**src/rtl/voice_allocator.sv**
```systemverilog
// voice_allocator: polyphonic note-event allocator in front of the FM voice bank.
// Accepts note-on/note-off events, scans the voices one per cycle to choose a
// target (retrigger, free, oldest releasing, steal oldest active), then issues
// one-cycle register writes (optional kill, then KeyOn write) to the voice bank.
// Per-voice age counters advance on sample ticks so release tails finish
// before a voice is reused.
module voice_allocator #(
    parameter int unsigned NUM_VOICES    = 8,
    parameter int unsigned VIDX_WIDTH    = $clog2(NUM_VOICES),
    parameter int unsigned AGE_WIDTH     = 8,
    parameter int unsigned RELEASE_TICKS = 32
) (
    input  logic                            i_Clock,
    input  logic                            i_Reset,
    input  logic                            i_SampleTick,
    input  logic                            i_EventValid,
    output logic                            o_EventReady,
    input  logic                            i_EventNoteOn,
    input  logic [6:0]                      i_EventNote,
    input  logic [6:0]                      i_EventVelocity,
    output logic                            o_WriteEnable,
    output logic [VIDX_WIDTH-1:0]           o_WriteVoice,
    output logic                            o_WriteKeyOn,
    output logic [6:0]                      o_WriteNote,
    output logic [6:0]                      o_WriteVelocity,
    output logic [NUM_VOICES-1:0]           o_VoiceKeyOn,
    output logic [$clog2(NUM_VOICES+1)-1:0] o_ActiveCount
);

    localparam int unsigned CntWidth = $clog2(NUM_VOICES + 1);

    localparam logic [AGE_WIDTH-1:0]  AgeMax   = {AGE_WIDTH{1'b1}};
    localparam logic [AGE_WIDTH-1:0]  RelTicks = AGE_WIDTH'(RELEASE_TICKS);
    localparam logic [VIDX_WIDTH-1:0] LastIdx  = VIDX_WIDTH'(NUM_VOICES - 1);

    // Candidate ranks for note-on; lower value wins.
    localparam logic [1:0] RankRetrig = 2'd0;
    localparam logic [1:0] RankFree   = 2'd1;
    localparam logic [1:0] RankRel    = 2'd2;
    localparam logic [1:0] RankSteal  = 2'd3;

    typedef enum logic [1:0] {
        VsFree,
        VsActive,
        VsRel
    } vstate_e;

    typedef enum logic [1:0] {
        StIdle,
        StScan,
        StKill,
        StWrite
    } fsm_e;

    // Sequencer state
    fsm_e                  fsm_q;
    logic                  ready_q;
    logic                  ev_on_q;
    logic [6:0]            ev_note_q;
    logic [6:0]            ev_vel_q;
    logic [VIDX_WIDTH-1:0] scan_idx_q;
    logic                  found_q;
    logic [VIDX_WIDTH-1:0] best_idx_q;
    logic [1:0]            best_rank_q;
    logic [AGE_WIDTH-1:0]  best_age_q;

    // Registered write port
    logic                  we_q;
    logic [VIDX_WIDTH-1:0] wvoice_q;
    logic                  wkey_q;
    logic [6:0]            wnote_q;
    logic [6:0]            wvel_q;

    // Per-voice state
    vstate_e               vst_q   [NUM_VOICES];
    logic [6:0]            vnote_q [NUM_VOICES];
    logic [AGE_WIDTH-1:0]  vage_q  [NUM_VOICES];
    logic [AGE_WIDTH-1:0]  age_inc [NUM_VOICES];
    logic                  pend_q;
    logic                  tick_now;

    // Status outputs
    logic [NUM_VOICES-1:0] keyon_d;
    logic [NUM_VOICES-1:0] keyon_q;
    logic [CntWidth-1:0]   count_d;
    logic [CntWidth-1:0]   count_q;

    // Scan step signals
    vstate_e               cur_st;
    logic [6:0]            cur_note;
    logic [AGE_WIDTH-1:0]  cur_age;
    logic                  cur_match;
    logic [1:0]            cur_rank;
    logic                  take;
    logic                  nxt_found;
    logic [VIDX_WIDTH-1:0] nxt_idx;
    logic                  kill_needed;

    // Evaluate the voice under the scan pointer against the best candidate so far.
    always_comb begin
        cur_st    = vst_q[scan_idx_q];
        cur_note  = vnote_q[scan_idx_q];
        cur_age   = vage_q[scan_idx_q];
        cur_match = (cur_st != VsFree) && (cur_note == ev_note_q);
        if (cur_match) begin
            cur_rank = RankRetrig;
        end else if (cur_st == VsFree) begin
            cur_rank = RankFree;
        end else if (cur_st == VsRel) begin
            cur_rank = RankRel;
        end else begin
            cur_rank = RankSteal;
        end

        if (ev_on_q) begin
            // Strict comparisons keep the lowest index on ties.
            take = !found_q
                || (cur_rank < best_rank_q)
                || ((cur_rank == best_rank_q) && (cur_rank >= RankRel)
                    && (cur_age > best_age_q));
        end else begin
            take = !found_q && (cur_st == VsActive) && (cur_note == ev_note_q);
        end

        nxt_found   = found_q | take;
        nxt_idx     = take ? scan_idx_q : best_idx_q;
        kill_needed = ev_on_q && (vst_q[nxt_idx] == VsActive);
    end

    // Event sequencer: accept, scan, optional kill, write; drives the write port.
    always_ff @(posedge i_Clock or posedge i_Reset) begin
        if (i_Reset) begin
            fsm_q       <= StIdle;
            ready_q     <= 1'b0;
            ev_on_q     <= 1'b0;
            ev_note_q   <= '0;
            ev_vel_q    <= '0;
            scan_idx_q  <= '0;
            found_q     <= 1'b0;
            best_idx_q  <= '0;
            best_rank_q <= '0;
            best_age_q  <= '0;
            we_q        <= 1'b0;
            wvoice_q    <= '0;
            wkey_q      <= 1'b0;
            wnote_q     <= '0;
            wvel_q      <= '0;
        end else begin
            we_q <= 1'b0;
            unique case (fsm_q)
                StIdle: begin
                    if (ready_q && i_EventValid) begin
                        ready_q    <= 1'b0;
                        ev_on_q    <= i_EventNoteOn;
                        ev_note_q  <= i_EventNote;
                        ev_vel_q   <= i_EventVelocity;
                        scan_idx_q <= '0;
                        found_q    <= 1'b0;
                        fsm_q      <= StScan;
                    end else begin
                        ready_q <= 1'b1;
                    end
                end
                StScan: begin
                    if (take) begin
                        found_q     <= 1'b1;
                        best_idx_q  <= scan_idx_q;
                        best_rank_q <= cur_rank;
                        best_age_q  <= cur_age;
                    end
                    scan_idx_q <= scan_idx_q + 1'b1;
                    if (scan_idx_q == LastIdx) begin
                        // Only an unmatched note-off can finish without a target.
                        if (!nxt_found) begin
                            fsm_q <= StIdle;
                        end else if (kill_needed) begin
                            fsm_q <= StKill;
                        end else begin
                            fsm_q <= StWrite;
                        end
                    end
                end
                StKill: begin
                    we_q     <= 1'b1;
                    wvoice_q <= best_idx_q;
                    wkey_q   <= 1'b0;
                    wnote_q  <= vnote_q[best_idx_q];
                    wvel_q   <= '0;
                    fsm_q    <= StWrite;
                end
                StWrite: begin
                    we_q     <= 1'b1;
                    wvoice_q <= best_idx_q;
                    wkey_q   <= ev_on_q;
                    wnote_q  <= ev_note_q;
                    wvel_q   <= ev_on_q ? ev_vel_q : 7'd0;
                    fsm_q    <= StIdle;
                end
                default: begin
                    fsm_q <= StIdle;
                end
            endcase
        end
    end

    // Saturating increment of each voice age, and the tick that applies this cycle.
    always_comb begin
        tick_now = (fsm_q == StIdle) && (i_SampleTick || pend_q);
        for (int unsigned v = 0; v < NUM_VOICES; v++) begin
            age_inc[v] = (vage_q[v] == AgeMax) ? vage_q[v] : vage_q[v] + 1'b1;
        end
    end

    // Voice state: aging/release on ticks while idle, target update on the final write.
    always_ff @(posedge i_Clock or posedge i_Reset) begin
        if (i_Reset) begin
            pend_q <= 1'b0;
            for (int unsigned v = 0; v < NUM_VOICES; v++) begin
                vst_q[v]   <= VsFree;
                vnote_q[v] <= '0;
                vage_q[v]  <= '0;
            end
        end else begin
            // Ticks seen while busy collapse into one, applied on return to idle.
            if (fsm_q == StIdle) begin
                pend_q <= 1'b0;
            end else if (i_SampleTick) begin
                pend_q <= 1'b1;
            end

            if (tick_now) begin
                for (int unsigned v = 0; v < NUM_VOICES; v++) begin
                    if (vst_q[v] != VsFree) begin
                        if ((vst_q[v] == VsRel) && (age_inc[v] == RelTicks)) begin
                            vst_q[v]  <= VsFree;
                            vage_q[v] <= '0;
                        end else begin
                            vage_q[v] <= age_inc[v];
                        end
                    end
                end
            end

            // tick_now is never set in StWrite, so these updates cannot collide.
            if (fsm_q == StWrite) begin
                vst_q[best_idx_q]   <= ev_on_q ? VsActive : VsRel;
                vnote_q[best_idx_q] <= ev_note_q;
                vage_q[best_idx_q]  <= '0;
            end
        end
    end

    // Key-on mask and active count derived from the voice state vector.
    always_comb begin
        count_d = '0;
        for (int unsigned v = 0; v < NUM_VOICES; v++) begin
            keyon_d[v] = (vst_q[v] == VsActive);
            count_d    = count_d + CntWidth'(keyon_d[v]);
        end
    end

    // Register the status outputs one cycle behind the state vector.
    always_ff @(posedge i_Clock or posedge i_Reset) begin
        if (i_Reset) begin
            keyon_q <= '0;
            count_q <= '0;
        end else begin
            keyon_q <= keyon_d;
            count_q <= count_d;
        end
    end

    assign o_EventReady    = ready_q;
    assign o_WriteEnable   = we_q;
    assign o_WriteVoice    = wvoice_q;
    assign o_WriteKeyOn    = wkey_q;
    assign o_WriteNote     = wnote_q;
    assign o_WriteVelocity = wvel_q;
    assign o_VoiceKeyOn    = keyon_q;
    assign o_ActiveCount   = count_q;

endmodule

```
**config.mk**
```make
export PLATFORM = sky130hd
export DESIGN_NAME = voice_allocator
export DESIGN_NICKNAME = d
export VERILOG_FILES = /design/src/rtl/voice_allocator.sv
export SDC_FILE = /design/constraint.sdc
export NUM_CORES = 1
export LEC_CHECK = 0
export CORE_UTILIZATION = 59
export DETAILED_ROUTE_END_ITERATION = 8
export MAX_ROUTING_LAYER = met4
export PLACE_DENSITY_LB_ADDON = 0.08
export SYNTH_ARGS = -nofsm -noshare
export SYNTH_HDL_FRONTEND = slang
export SYNTH_SLANG_ARGS = --single-unit
```
**constraint.sdc**
```tcl
create_clock -name i_Clock -period 10.18 [get_ports i_Clock]
set_input_delay 2.036 -clock i_Clock [delete_from_list [all_inputs] [get_ports i_Clock]]
set_output_delay 2.036 -clock i_Clock [all_outputs]
set_load 0.03 [all_outputs]
```
### After elaboration in Yosys (flattened, before gate mapping)

Cells that the tools add are included.

| storage, ports and cells | value |
|---|---|
| register bits | 203 |
| bits of input ports | 19 |
| output and inout bits | 32 |
| logic and storage cells | 247 |

| operators by class | value |
|---|---|
| add/sub/neg operators | 16 |
| order comparisons | 7 |
| equality and inequality tests | 44 |
| muxes and demuxes | 91 |
| bitwise logic cells | 6 |
| reductions and logical operators | 41 |

Operator list:

| cell | number |
|---|---|
| $mux W8 | 27 |
| $mux W64 | 2 |
| $add A8 B1 Y8 const B | 8 |
| $and A64 B64 Y64 | 1 |
| $eq A8 B6 Y1 const B | 8 |
| $eq A8 B8 Y1 const B | 8 |
| $not A64 Y64 | 1 |
| $bwmux W56 | 1 |
| $mux W2 | 27 |
| $bmux W7 S3 | 2 |
| $mux W7 | 6 |
| $mux W16 | 2 |
| $pmux W7 S2 | 2 |
| $bmux W8 S3 | 1 |
| $demux W8 S3 | 1 |
| $reduce_bool A2 Y1 | 12 |
| $eq A2 B1 Y1 const B | 11 |
| $eq A2 B2 Y1 const B | 11 |
| $demux W7 S3 | 1 |
| $logic_and A1 B1 Y1 | 17 |
| $add A4 B1 Y4 | 4 |
| $bwmux W16 | 1 |
| $bmux W2 S3 | 2 |
| $ge A4 B4 Y1 const B | 3 |
| other kinds (26) | 46 |

### Longest topological paths before layout

Gate-level depths: netlist (run 1).

| logic depth | value |
|---|---|
| word-level depth | 24 |
| depth in mapped cells | 21 |
| mapped depth without buffers | 17 |

### Worst setup path before layout (run 1)

OpenSTA, ideal clock, no wires.

| timing path | value |
|---|---|
| path type | register -> register |
| start point | register scan_idx_q[0] |
| end point | register fsm_q[0] |
| setup time | 0.074 ns |
| arrival | 4.379 ns |
| path slack | 5.727 ns |
| stages on the path, launching flop included | 18 |
| buffers on the path | 4 |
| cell sequence | dfrtp_1 buf_6 buf_12 buf_12 clkbuf_1 mux4_2 mux2_2 ha_1 and3_1 o21ai_0 a31oi_1 a211oi_1 o31ai_1 mux2i_4 mux2i_2 mux4_2 o31a_1 o21ai_2 |

| on the way | value |
|---|---|
| elaborated cells on any way between the ends | 45 |
| those cells by class | order compare: 3; eq/ne: 7; mux: 21; bitwise: 3; reduce/logical: 11 |

RTL lines:

| item | RTL line | source |
|---|---|---|
| start: declaration | 61 | `logic [VIDX_WIDTH-1:0] scan_idx_q;` |
| start signal: assignment | 171 | `scan_idx_q <= scan_idx_q + 1'b1;` |
| $not A3 Y4 (not written as such) * | 103 | `cur_age = vage_q[scan_idx_q];` |
| $bmux W8 S3 * | 103 |  |
| $mux W8 (not written as such) * (2 in series) | 103 |  |
| named net cur_age[6] | 91 | `logic [AGE_WIDTH-1:0] cur_age;` |
| $gt A8 B8 Y1 * | 120 | `&& (cur_age > best_age_q));` |
| $logic_and A1 B1 Y1 * | 120 |  |
| $logic_or A1 B1 Y1 * | 119 | `\|\| ((cur_rank == best_rank_q) && (cur_rank >= RankRel)` |
| $mux W1 * | 115 | `if (ev_on_q) begin` |
| [2 not listed] | - |  |
| $bmux W2 S3 | 127 | `kill_needed = ev_on_q && (vst_q[nxt_idx] == VsActive);` |
| $mux W2 (not written as such) (2 in series) | 127 |  |
| $eq A2 B1 Y1 | 127 |  |
| $logic_and A1 B1 Y1 | 127 |  |
| $mux W1 | 176 | `end else if (kill_needed) begin` |
| $mux W2 * | 174 | `if (!nxt_found) begin` |
| $mux W2 * | 172 | `if (scan_idx_q == LastIdx) begin` |
| $pmux W2 S4 * | 150 | `unique case (fsm_q)` |
| end signal: assignment | 175 | `fsm_q <= StIdle;` |
| end signal: assignment | 177 | `fsm_q <= StKill;` |
| end signal: assignment | 179 | `fsm_q <= StWrite;` |
| end: declaration | 56 | `fsm_e fsm_q;` |

The timed path passes the listed nets; every way through them passes the cells marked *. The select of a mux whose other input is x is not followed.
A chain may end at the register's enable or synchronous reset.

### Worst setup path in the final report (run 1)

| timing path | value |
|---|---|
| start point | register scan_idx_q[0] |
| end point | register fsm_q[0] |

| on the way | value |
|---|---|
| elaborated cells on any way between the ends | 45 |
| those cells by class | order compare: 3; eq/ne: 7; mux: 21; bitwise: 3; reduce/logical: 11 |

RTL lines:

| item | RTL line | source |
|---|---|---|
| $not A3 Y4 (not written as such) * | 101, 102 |  |
| $bmux W7 S3 / $bmux W2 S3 (equally long branches) | 102, 101 |  |
| $mux W7 (not written as such) / $mux W2 (equally long branches) (2 in series) | 102, 101 |  |
| $eq A7 B7 Y1 (tied with other cells) | 104 | `cur_match = (cur_st != VsFree) && (cur_note == ev_note_q);` |
| $logic_and A1 B1 Y1 / $mux W2 (equally long branches) | 104, 107 |  |
| $mux W2 * | 105 | `if (cur_match) begin` |
| named net cur_rank[1] | 93 | `logic [1:0] cur_rank;` |
| $ge A2 B2 Y1 / $eq A2 B2 Y1 (equally long branches) | 119 |  |
| [6 not listed] | - |  |
| $bmux W2 S3 | 127 |  |
| $mux W2 (not written as such) (2 in series) | 127 |  |
| $eq A2 B1 Y1 | 127 |  |
| $logic_and A1 B1 Y1 | 127 |  |
| $mux W1 | 176 |  |
| $mux W2 * | 174 |  |
| $mux W2 * | 172 |  |
| $pmux W2 S4 * | 150 |  |

Marks and branches as above.

==> reports/qor.txt, run 1 <==
Status: complete, no violations
RePlAce Congestion: 0.9267
Post-DRT Antenna Nets: 0
Slew @ Worst Pin: 1129 ps
Top layer in use: met4
CTS max path bufs: 3
Setup ws final: 5127 ps
Yosys reg bits: 203
Final min period: 5053 ps
Final wirelength: 27520 um
Worst clock skew: 14.50 ps
R2R Path Start: scan_idx_q[0]
Ant. Diodes: 0
H-tree Lvls: 1
Final Hold Viols: 0
Fin nets: 1240
First-pass GRT wire length: 44940 um
Leakage power: 5.826 nW
Clock sinks: 203
Via count: 9056
Hold Startpoint: o_WriteVelocity[3]
RSZ-0062 raised after global routing: no
Prevailing post-synth register cell: dfrtp_1
Max VDD drop: 0.0002243 V
Arrival time of the worst setup path: 5510 ps
CTS tree: done
Initial DRC count: 542
# setup viols final: 0
GRT Total Usage: 29.00%
Syn-to-layout area delta: 12.37%
Port Buffers: 50
Clock Tree Root: clkbuf_16
Initial antenna violation count: 0
Reg clk slew, reported paths: 60 ps
Worst Path Max Fanout: 43
Layout cells sized above 1: 15.62%
# rows: 51
Post-synth EDFFs: 0
Wire length per cell: 18.66 um
Achievable frequency: 197.9 MHz
Starting Density: 60.24%
Net Count, Synth: 1214
Fraction of registers with async set/reset: 100.0%
Vias in the first global route: 8698
Die area: 20440 um2
Reg2Reg Depth: 16
Post-CTS resize count: 0
Slew HR: 24.74%
Most frequent cells in the layout: dfrtp_1, nand2_1, nor2_1, mux2_2, o21ai_0
Max-slew violations: 0
Placed cells: 1434
Top-Level Pins: 51
Hold Path Stages: 1
R2R Path End: fsm_q[0]
Final HPWL DP: 18690 um
Min-delay worst type: reg2reg
Post-CTS Setup Bufs: 0
Pin count of the biggest net entering global routing: 94
CP endpoint kind: flop
CTS hold repair buffers: 0
Synthesized instance count: 1168
DRT met1 WL: 12540 um
Pre-antenna DRT Iters: 5
Post-synthesis sequential area ratio: 43.33%
Worst slack, placed: 5167 ps
Global route overflow: 0
Nature of the critical path startpoint: flop
Final Power: 0.003666 W
Width of the die: 143.0 um
Most common cell after layout, fill and taps aside: dfrtp_1
DRC viols: 0
Routed wl met2: 12790 um
Maxcap violations: 0
Ys Warns: 0
Mapped Area: 11720 um2
Path type of the worst setup path: reg2reg
DR WL met3: 1584 um
Worst R2R Setup Slack: 5130 ps
Crit. Startpoint: scan_idx_q[0]
Core area: 19460 um2
Setup TNS Final: 0 ps
Power Density: 278.3 nW/um2
Final worst-path cycle share: 49.64%
Synth cell types: 64
Worst-skew pair later-pin latency: 520 ps
Worst EP required: 10640 ps
TritonCTS Buffers: 23
Die height: 143.0 um
Post-synthesis average cell area: 10.04 um2
Hold worst-path end: o_WriteVelocity[3]
Non-filler cells, final: 1475
Via density: 6.140
synthesized netlist by cell type, types with 4 or more instances:
master	n	area, um2
nand2b_1	9	56.30
nand3b_1	10	75.07
o32ai_1	5	43.79
o2bb2ai_1	7	61.31
clkbuf_1	51	191.4
fa_1	4	80.08
nor2_1	124	465.5
nor2b_1	12	75.07
nand2_1	155	581.8
nand3_1	46	230.2
o21ai_0	61	305.3
dfrtp_1	203	5080
buf_1	5	18.77
xor2_1	25	219.0
ha_1	23	287.8
inv_1	32	120.1
nor4bb_1	7	70.07
or3_1	5	31.28
nand4b_1	5	43.79
a22oi_1	5	37.54
mux2i_1	47	470.5
mux2_2	88	991.0
xnor2_1	5	43.79
mux4_2	36	810.8
a31oi_1	12	75.07
nor3_1	22	110.1
nand4_1	8	50.05
a211oi_1	9	67.56
and3_1	22	137.6
a21oi_1	59	295.3
and2_1	6	37.54
o22ai_1	9	56.30
kinds of logic after synthesis:
| kind of cell | count (synthesis) | synth area share (%) |
|---|---|---|
| DFF | 203 | 43.33 |
| muxes | 175 | 20.01 |
| AOI/OAI and AO/OA | 189 | 9.722 |
| and+or+nand+nor | 448 | 18.02 |
| xor gates and xnor gates | 30 | 2.241 |
| adders and majority gates | 27 | 3.138 |
| buffers and inverters | 96 | 3.543 |
how the worst max path moves through the flow:
stage / slack [ps] / to
after global placement: 5290 / fsm_q[0]
after detailed placement: 5170 / fsm_q[0]
after floorplan: 2600 / async pin
final: 5130 / fsm_q[0]
after global routing: 4860 / fsm_q[0]
after CTS: 5120 / fsm_q[0]
layer usage:
layer	vias up	global-route usage, %
met1	4505	39.93
met3	55	3.856
met4	0	8.376
li1	4236	-
met5	-	-
met2	260	45.08
stage by stage:
step | hold WS (ps) | area, um2 | util, %
detailed placement | 476.4 | 12390 | 63.66
finish | 491.9 | 13170 | 67.69
global placement | 470.5 | 12390 | 63.66
CTS | 497.5 | 13170 | 67.69
floorplan | 456.3 | 11720 | -
global route | 506.7 | 13170 | 67.69
registers in the layout, indices dropped and copies added (netlist names), 2 cells and up, named ones only:
register	flops
o_WriteVelocity	7
scan_idx_q	3
vst_q	16
vnote_q	56
best_age_q	8
o_WriteVoice	3
best_rank_q	2
ev_note_q	7
o_WriteNote	7
vage_q	64
best_idx_q	3
ev_vel_q	7
o_ActiveCount	4
o_VoiceKeyOn	8
worst max-delay path, stage by stage, from the launching register on:
cell and delay [ps]:
dfrtp_2 340, buf_4 600, mux4_2 590, mux2i_1 170, xor2_1 230, o221ai_2 160
nor4_4 390, nor2_1 120, ha_1 310, a21oi_1 70, o21ai_0 230, o21ai_0 190
mux2i_4 300, mux2i_2 380, mux4_2 540, o31a_1 300, o21ai_2 50
where the power goes:
group,total (W),internal [W],switching (W)
Sequential,0.00136,0.00105,0.000304
Combinational,0.00146,0.000679,0.000781
Clock,0.000850,0.000505,0.000344
Total,0.00367,0.00224,0.00143
final cells by class:
cell class	count	area [um2]
well taps	265	331.6
repair buffers	65	613.1
fillers	1538	6289
clock buffers	30	651.9
clock inverters	11	131.4
multi-input cells	869	6237
inverters	32	127.6
flip-flops and latches	203	5081
(Power assumes the default switching activity.)
==> inputs of run 2 (changes only) <==
- CORE_UTILIZATION: 59 -> 56
- clock period: 10.18 -> 4.58 ns (I/O delays scaled with it)
==> reports/qor.txt, run 2 (synthesized netlist as in run 1, its figures left out) <==
Clock Tree Root: clkbuf_16
Status: complete, no violations
Worst clock skew: 19.39 ps (+4.893 ps)
Combinational share of power: 40.5% (+0.7 points)
Maxcap violations: 0 (unchanged)
Pre-antenna DRT Iters: 5 (unchanged)
Via count: 9116 (+0.66%)
Worst-skew pair later-pin latency: 530 ps (about the same)
Die area: 21520 um2 (+5.3%)
Die height: 146.7 um (+2.6%)
FILL cells: 1694 (+10%)
Top-Level Pins: 51 (unchanged)
Int Pwr: 0.005002 W (+120%)
Top Registers: vage_q x64, vnote_q x56, vst_q x16
Width of the die: 146.7 um (+2.6%)
Port Buffers: 50 (unchanged)
CTS hold repair buffers: 0 (unchanged)
Post-DRT Antenna Nets: 0 (unchanged)
Initial DRC count: 663 (+22%)
Final HPWL DP: 19920 um (+6.6%)
CTS tree: done
Starting Density: 57.57% (-2.7 points)
Vias in the first global route: 8567 (-1.5%)
CTS max path bufs: 3 (unchanged)
Final wirelength: 28690 um (+4.2%)
Tightest hold margin: 490.1 ps (-1.779 ps)
Power Density: 617.8 nW/um2 (+120%)
Slew @ Worst Pin: 1104 ps (-25.10 ps)
Core area: 20360 um2 (+4.6%)
Seq pwr share: 37.6% (+0.6 points)
RePlAce Congestion: 0.9452 (+2.0%)
Fin nets: 1251 (+0.89%)
Ant. Diodes: 0 (unchanged)
Syn-to-layout area delta: 13.21%
Achievable frequency: 230.1 MHz (+16%)
Layout cells sized above 1: 16.08% (+0.46 points)
Post-CTS Setup Bufs: 0 (unchanged)
Wire length per cell: 19.27 um (+3.3%)
Switching power: 0.003197 W (+120%)
H-tree Lvls: 1 (unchanged)
Final Hold Viols: 0 (unchanged)
Final worst-path cycle share: 94.91% (+45 points)
Largest register by flop count: vage_q
Most common cell after layout, fill and taps aside: dfrtp_1
Nature of the critical path startpoint: flop
Clock group share of total power: 22.0% (-1.2 points)
First-pass GRT wire length: 46840 um (+4.2%)
Worst R2R Setup Slack: 230 ps (-4890 ps)
Max VDD drop: 0.0003600 V (+60%)
Final min period: 4347 ps (-706.1 ps)
Fin util: 65.18% (-2.5 points)
Max FFs per register: 64 (unchanged)
# setup viols final: 0 (unchanged)
Setup TNS Final: 0 ps (unchanged)
Arrival time of the worst setup path: 4800 ps (-710 ps)
Sw Share: 39.00% (about the same)
Path type of the worst setup path: reg2reg
Global route overflow: 0 (unchanged)
RSZ-0062 raised after global routing: no
Slew HR: 25.84% (+1.1 points)
Reg clk slew, reported paths: 60 ps (about the same)
CP endpoint kind: flop
Via density: 6.122 (-0.28%)
GRT Total Usage: 28.13% (-0.87 points)
Pin count of the biggest net entering global routing: 115 (+22%)
# rows: 52 (+2.0%)
Initial antenna violation count: 0 (unchanged)
TritonCTS Buffers: 23 (unchanged)
Max-slew violations: 0 (unchanged)
Worst EP required: 5030 ps (-5610 ps)
Clock sinks: 203 (unchanged)
Min-delay worst type: reg2reg
DRC viols: 0 (unchanged)
Worst Path Max Fanout: 14 (-67%)
Leakage power: 5.874 nW (+0.82%)
Post-CTS resize count: 0 (unchanged)
Most frequent cells in the layout: dfrtp_1, nand2_1, nor2_1, mux2_2, o21ai_0
==> run 2: metal layers <==
layer  up-vias  GRT usage, %  routed length [um]
li1       4270             -                   -
met1      4492         41.95               13490
met2       324         41.54               12930
met3        30         3.696                1944
met4         0         5.208                 323
met5         -             -                   0
==> run 2: critical path, cell delays in order (launching register included) <==
cell	delay (ps)
dfrtp_2	500
buf_12	200
mux4_2	510
mux2i_1	200
xor2_1	190
nand2_1	110
nor4_4	260
nor2_1	130
ha_1	320
a21oi_1	60
o21ai_0	190
o21ai_0	180
mux2i_4	220
mux2i_4	320
mux4_2	540
o31a_1	300
o21ai_2	50
==> run 2: cell type report <==
type,count,area (um2),area share [%]
clock buffers,31,655.6,4.940
clock inverters,8,73.82,0.5562
inverters,32,123.9,0.9333
multi-input cells,869,6242,47.03
flip-flops and latches,203,5081,38.28
well taps,270,337.8,2.545
repair buffers,76,758.2,5.713
==> run 2: power by group through the flow <==
stage / combinational [W] / clock, W / sequential [W]
6_report: 0.00332 / 0.00180 / 0.00308
5_1_grt: 0.00364 / 0.00190 / 0.00316
4_1_cts: 0.00331 / 0.00184 / 0.00305
3_5_place_dp: 0.00329 / 0 / 0.00309
3_3_place_gp: 0.00321 / 0 / 0.00308
2_1_floorplan: 0.00249 / 0 / 0.00290
==> run 2: metrics by stage <==
step | total power (W) | instances | setup slack [ps] | area [um2]
6_report | 0.008199 | 1489 | 233.2 | 13270
5_1_grt | 0.008704 | 1489 | 1.494 | 13270
4_1_cts | 0.008207 | 1489 | 223.3 | 13260
3_5_place_dp | 0.006375 | 1450 | 248.1 | 12530
3_3_place_gp | 0.006288 | 1450 | 340.3 | 12530
2_1_floorplan | 0.005386 | 1168 | 126.5 | 11730
==> run 2: worst paths after layout <==
| check | from | to | cells after the start |
|---|---|---|---|
| setup / recovery | scan_idx_q[0] | fsm_q[0] | 16 |
| hold / removal | o_WriteVelocity[2] | o_WriteVelocity[2] | 1 |
| setup reg to reg | scan_idx_q[0] | fsm_q[0] | 16 |
| hold reg to reg | o_WriteVelocity[2] | o_WriteVelocity[2] | 1 |
| max in group asynchronous | i_Reset | vage_q[36] | 3 |
| min in group asynchronous | i_Reset | o_WriteVelocity[6] | 3 |
==> inputs of run 3 (changes only) <==
- CORE_UTILIZATION: 56 -> 59
- TNS_END_PERCENT: default -> 20
- clock period: 4.58 -> 4.1 ns (I/O delays scaled with it)
==> reports/qor.txt, run 3 (synthesized netlist as in run 1, its figures left out) <==
Crit. Startpoint: scan_idx_q[0]
Worst-skew pair later-pin latency: 510 ps (-20 ps)
Pin count of the biggest net entering global routing: 139 (+21%)
DP Area: 12690 um2 (+1.2%)
Worst R2R Setup Slack: -190 ps (-420 ps)
Initial DRC count: 765 (+15%)
Seq pwr share: 34.0% (-3.6 points)
Die area: 20440 um2 (-5.0%)
Setup ws final: -189.0 ps (-422.2 ps)
Starting Density: 60.24% (+2.7 points)
Most frequent cells in the layout: dfrtp_1, nand2_1, nor2_1, mux2_2, o21ai_0
Top-Level Pins: 51 (unchanged)
RePlAce Congestion: 0.9235 (-2.3%)
Post-layout instance area: 13710 um2 (+3.3%)
Final min period: 4289 ps (-57.82 ps)
Most common cell after layout, fill and taps aside: dfrtp_1
Fin nets: 1293 (+3.4%)
Vias in the first global route: 8846 (+3.3%)
CTS max path bufs: 3 (unchanged)
Ant. Diodes: 0 (unchanged)
CTS tree: done
Max VDD drop: 0.0003966 V (+10%)
Syn-to-layout area delta: 16.94%
CP Cell Sequence: buf_12 -> mux4_2 -> mux2i_2 -> xor2_2 -> o221ai_2 -> nor4_4 -> nor2_2 -> ha_1 -> a21oi_2 -> o21ai_2 -> o31ai_4 -> mux2i_4 -> mux2i_2 -> mux4_2 -> o31a_1 -> o21ai_2
Leakage power: 6.129 nW (+4.3%)
Final HPWL DP: 20090 um (+0.85%)
Max-slew violations: 0 (unchanged)
Status: complete, but fails checks
Port Buffers: 50 (unchanged)
Layout cells sized above 1: 19.79% (+3.7 points)
Worst EP required: 4550 ps (-480 ps)
CP endpoint kind: flop
Nature of the critical path startpoint: flop
Instance count on the critical path: 16 (unchanged)
Largest register by flop count: vage_q
Clock Tree Root: clkbuf_16
Final Hold Viols: 0 (unchanged)
Slowest cell on the critical path: mux4_2
CTS hold repair buffers: 0 (unchanged)
WP buf/inv: 1 (unchanged)
Slew HR: 45.26% (+19 points)
# rows: 51 (-1.9%)
Via density: 6.143 (+0.34%)
Clock sinks: 203 (unchanged)
Largest stage delay on the critical path: 530 ps (about the same)
# setup viols final: 1 (+1)
RSZ-0062 raised after global routing: yes
Failing checks: negative setup slack
Slew @ Worst Pin: 818.0 ps (-285.8 ps)
Int Pwr: 0.006055 W (+21%)
Path type of the worst setup path: reg2reg
Top Registers: vage_q x64, vnote_q x56, vst_q x16
Via count: 9387 (+3.0%)
GRT Total Usage: 30.65% (+2.5 points)
Pre-antenna DRT Iters: 5 (unchanged)
Global route overflow: 0 (unchanged)
Power Density: 717.8 nW/um2 (+16%)
Clock group share of total power: 21.3% (-0.7 points)
Max FFs per register: 64 (unchanged)
TritonCTS Buffers: 23 (unchanged)
Initial antenna violation count: 0 (unchanged)
Min-delay worst type: reg2reg
Final worst-path cycle share: 104.6% (+9.7 points)
R2R Path End: fsm_q[0]
Worst clock skew: 14.14 ps (-5.253 ps)
Worst Path Max Fanout: 3 (-11)
Die height: 143.0 um (-2.5%)
Achievable frequency: 233.2 MHz (+1.3%)
Tightest hold margin: 484.5 ps (-5.618 ps)
Top delay family on crit path: multiplexers
Switching power: 0.003785 W (+18%)
CP Capture Point: fsm_q[0]
DRC viols: 0 (unchanged)
Hold Path Stages: 1 (unchanged)
Reg2Reg Depth: 16 (unchanged)
Reg clk slew, reported paths: 70 ps (about the same)
Core area: 19460 um2 (-4.4%)
Arrival time of the worst setup path: 4730 ps (-70 ps)
Sw Share: 38.47% (-0.53 points)
Worst slack, placed: -279.9 ps (-528.0 ps)
Combinational share of power: 44.7% (+4.2 points)
Maxcap violations: 0 (unchanged)
Wire length per cell: 19.14 um (-0.64%)
H-tree Lvls: 1 (unchanged)
First-pass GRT wire length: 47240 um (+0.87%)
Final wirelength: 29250 um (+2.0%)
R2R Path Start: scan_idx_q[0]
Post-DRT Antenna Nets: 0 (unchanged)
Width of the die: 143.0 um (-2.5%)
## run 3: per-layer routing
layer,share of wire [%],global-route usage (%)
met5,0,-
met1,44,42.35
met3,6.8,4.158
met4,2.6,9.111
met2,47,47.32
## run 3: cell type report
class                      count  area [um2]
tap                          265       331.6
multi-input combinational    869        6295
clock inverter                10       128.9
clock buffer                  31       635.6
fill                        1456        5753
inverter                      32       123.9
sequential                   203        5081
timing repair buffer         118        1114
## run 3: how the worst min path moves through the flow
stage	startpoint	endpoint	slack [ps]
2_1_floorplan	best_age_q[0]	best_age_q[0]	460
3_5_place_dp	o_WriteVelocity[3]	o_WriteVelocity[3]	470
6_report	o_WriteVelocity[3]	o_WriteVelocity[3]	480
5_1_grt	o_WriteVelocity[3]	o_WriteVelocity[3]	510
3_3_place_gp	o_WriteVelocity[1]	o_WriteVelocity[1]	470
4_1_cts	o_WriteVelocity[3]	o_WriteVelocity[3]	490
## run 3: through the flow
stage          TNS, ps  cells  total power, W  util [%]
6_report        -189.0   1528        0.009841     70.44
5_1_grt         -374.6   1528         0.01041     70.44
3_3_place_gp    -63.51   1468        0.007145     65.19
4_1_cts         -152.1   1524        0.009703     70.14
3_5_place_dp    -279.9   1468        0.007271     65.19
2_1_floorplan   -405.7   1168        0.006017         -
## run 3: power by group through the flow
stage          combinational [W]  sequential, W  clock (W)
2_1_floorplan            0.00278        0.00324          0
3_3_place_gp             0.00381        0.00333          0
3_5_place_dp             0.00392        0.00335          0
4_1_cts                  0.00423        0.00333    0.00214
5_1_grt                  0.00476        0.00343    0.00221
6_report                 0.00440        0.00334    0.00210
## run 3: what timing repair did
action | 4_1_cts | 5_1_grt
endpoints found under the setup margin | 5 | 14
gates cloned | 1 | 0
pin swaps | 13 | 13
resized for setup | 10 | 11
setup buffers | 15 | 5
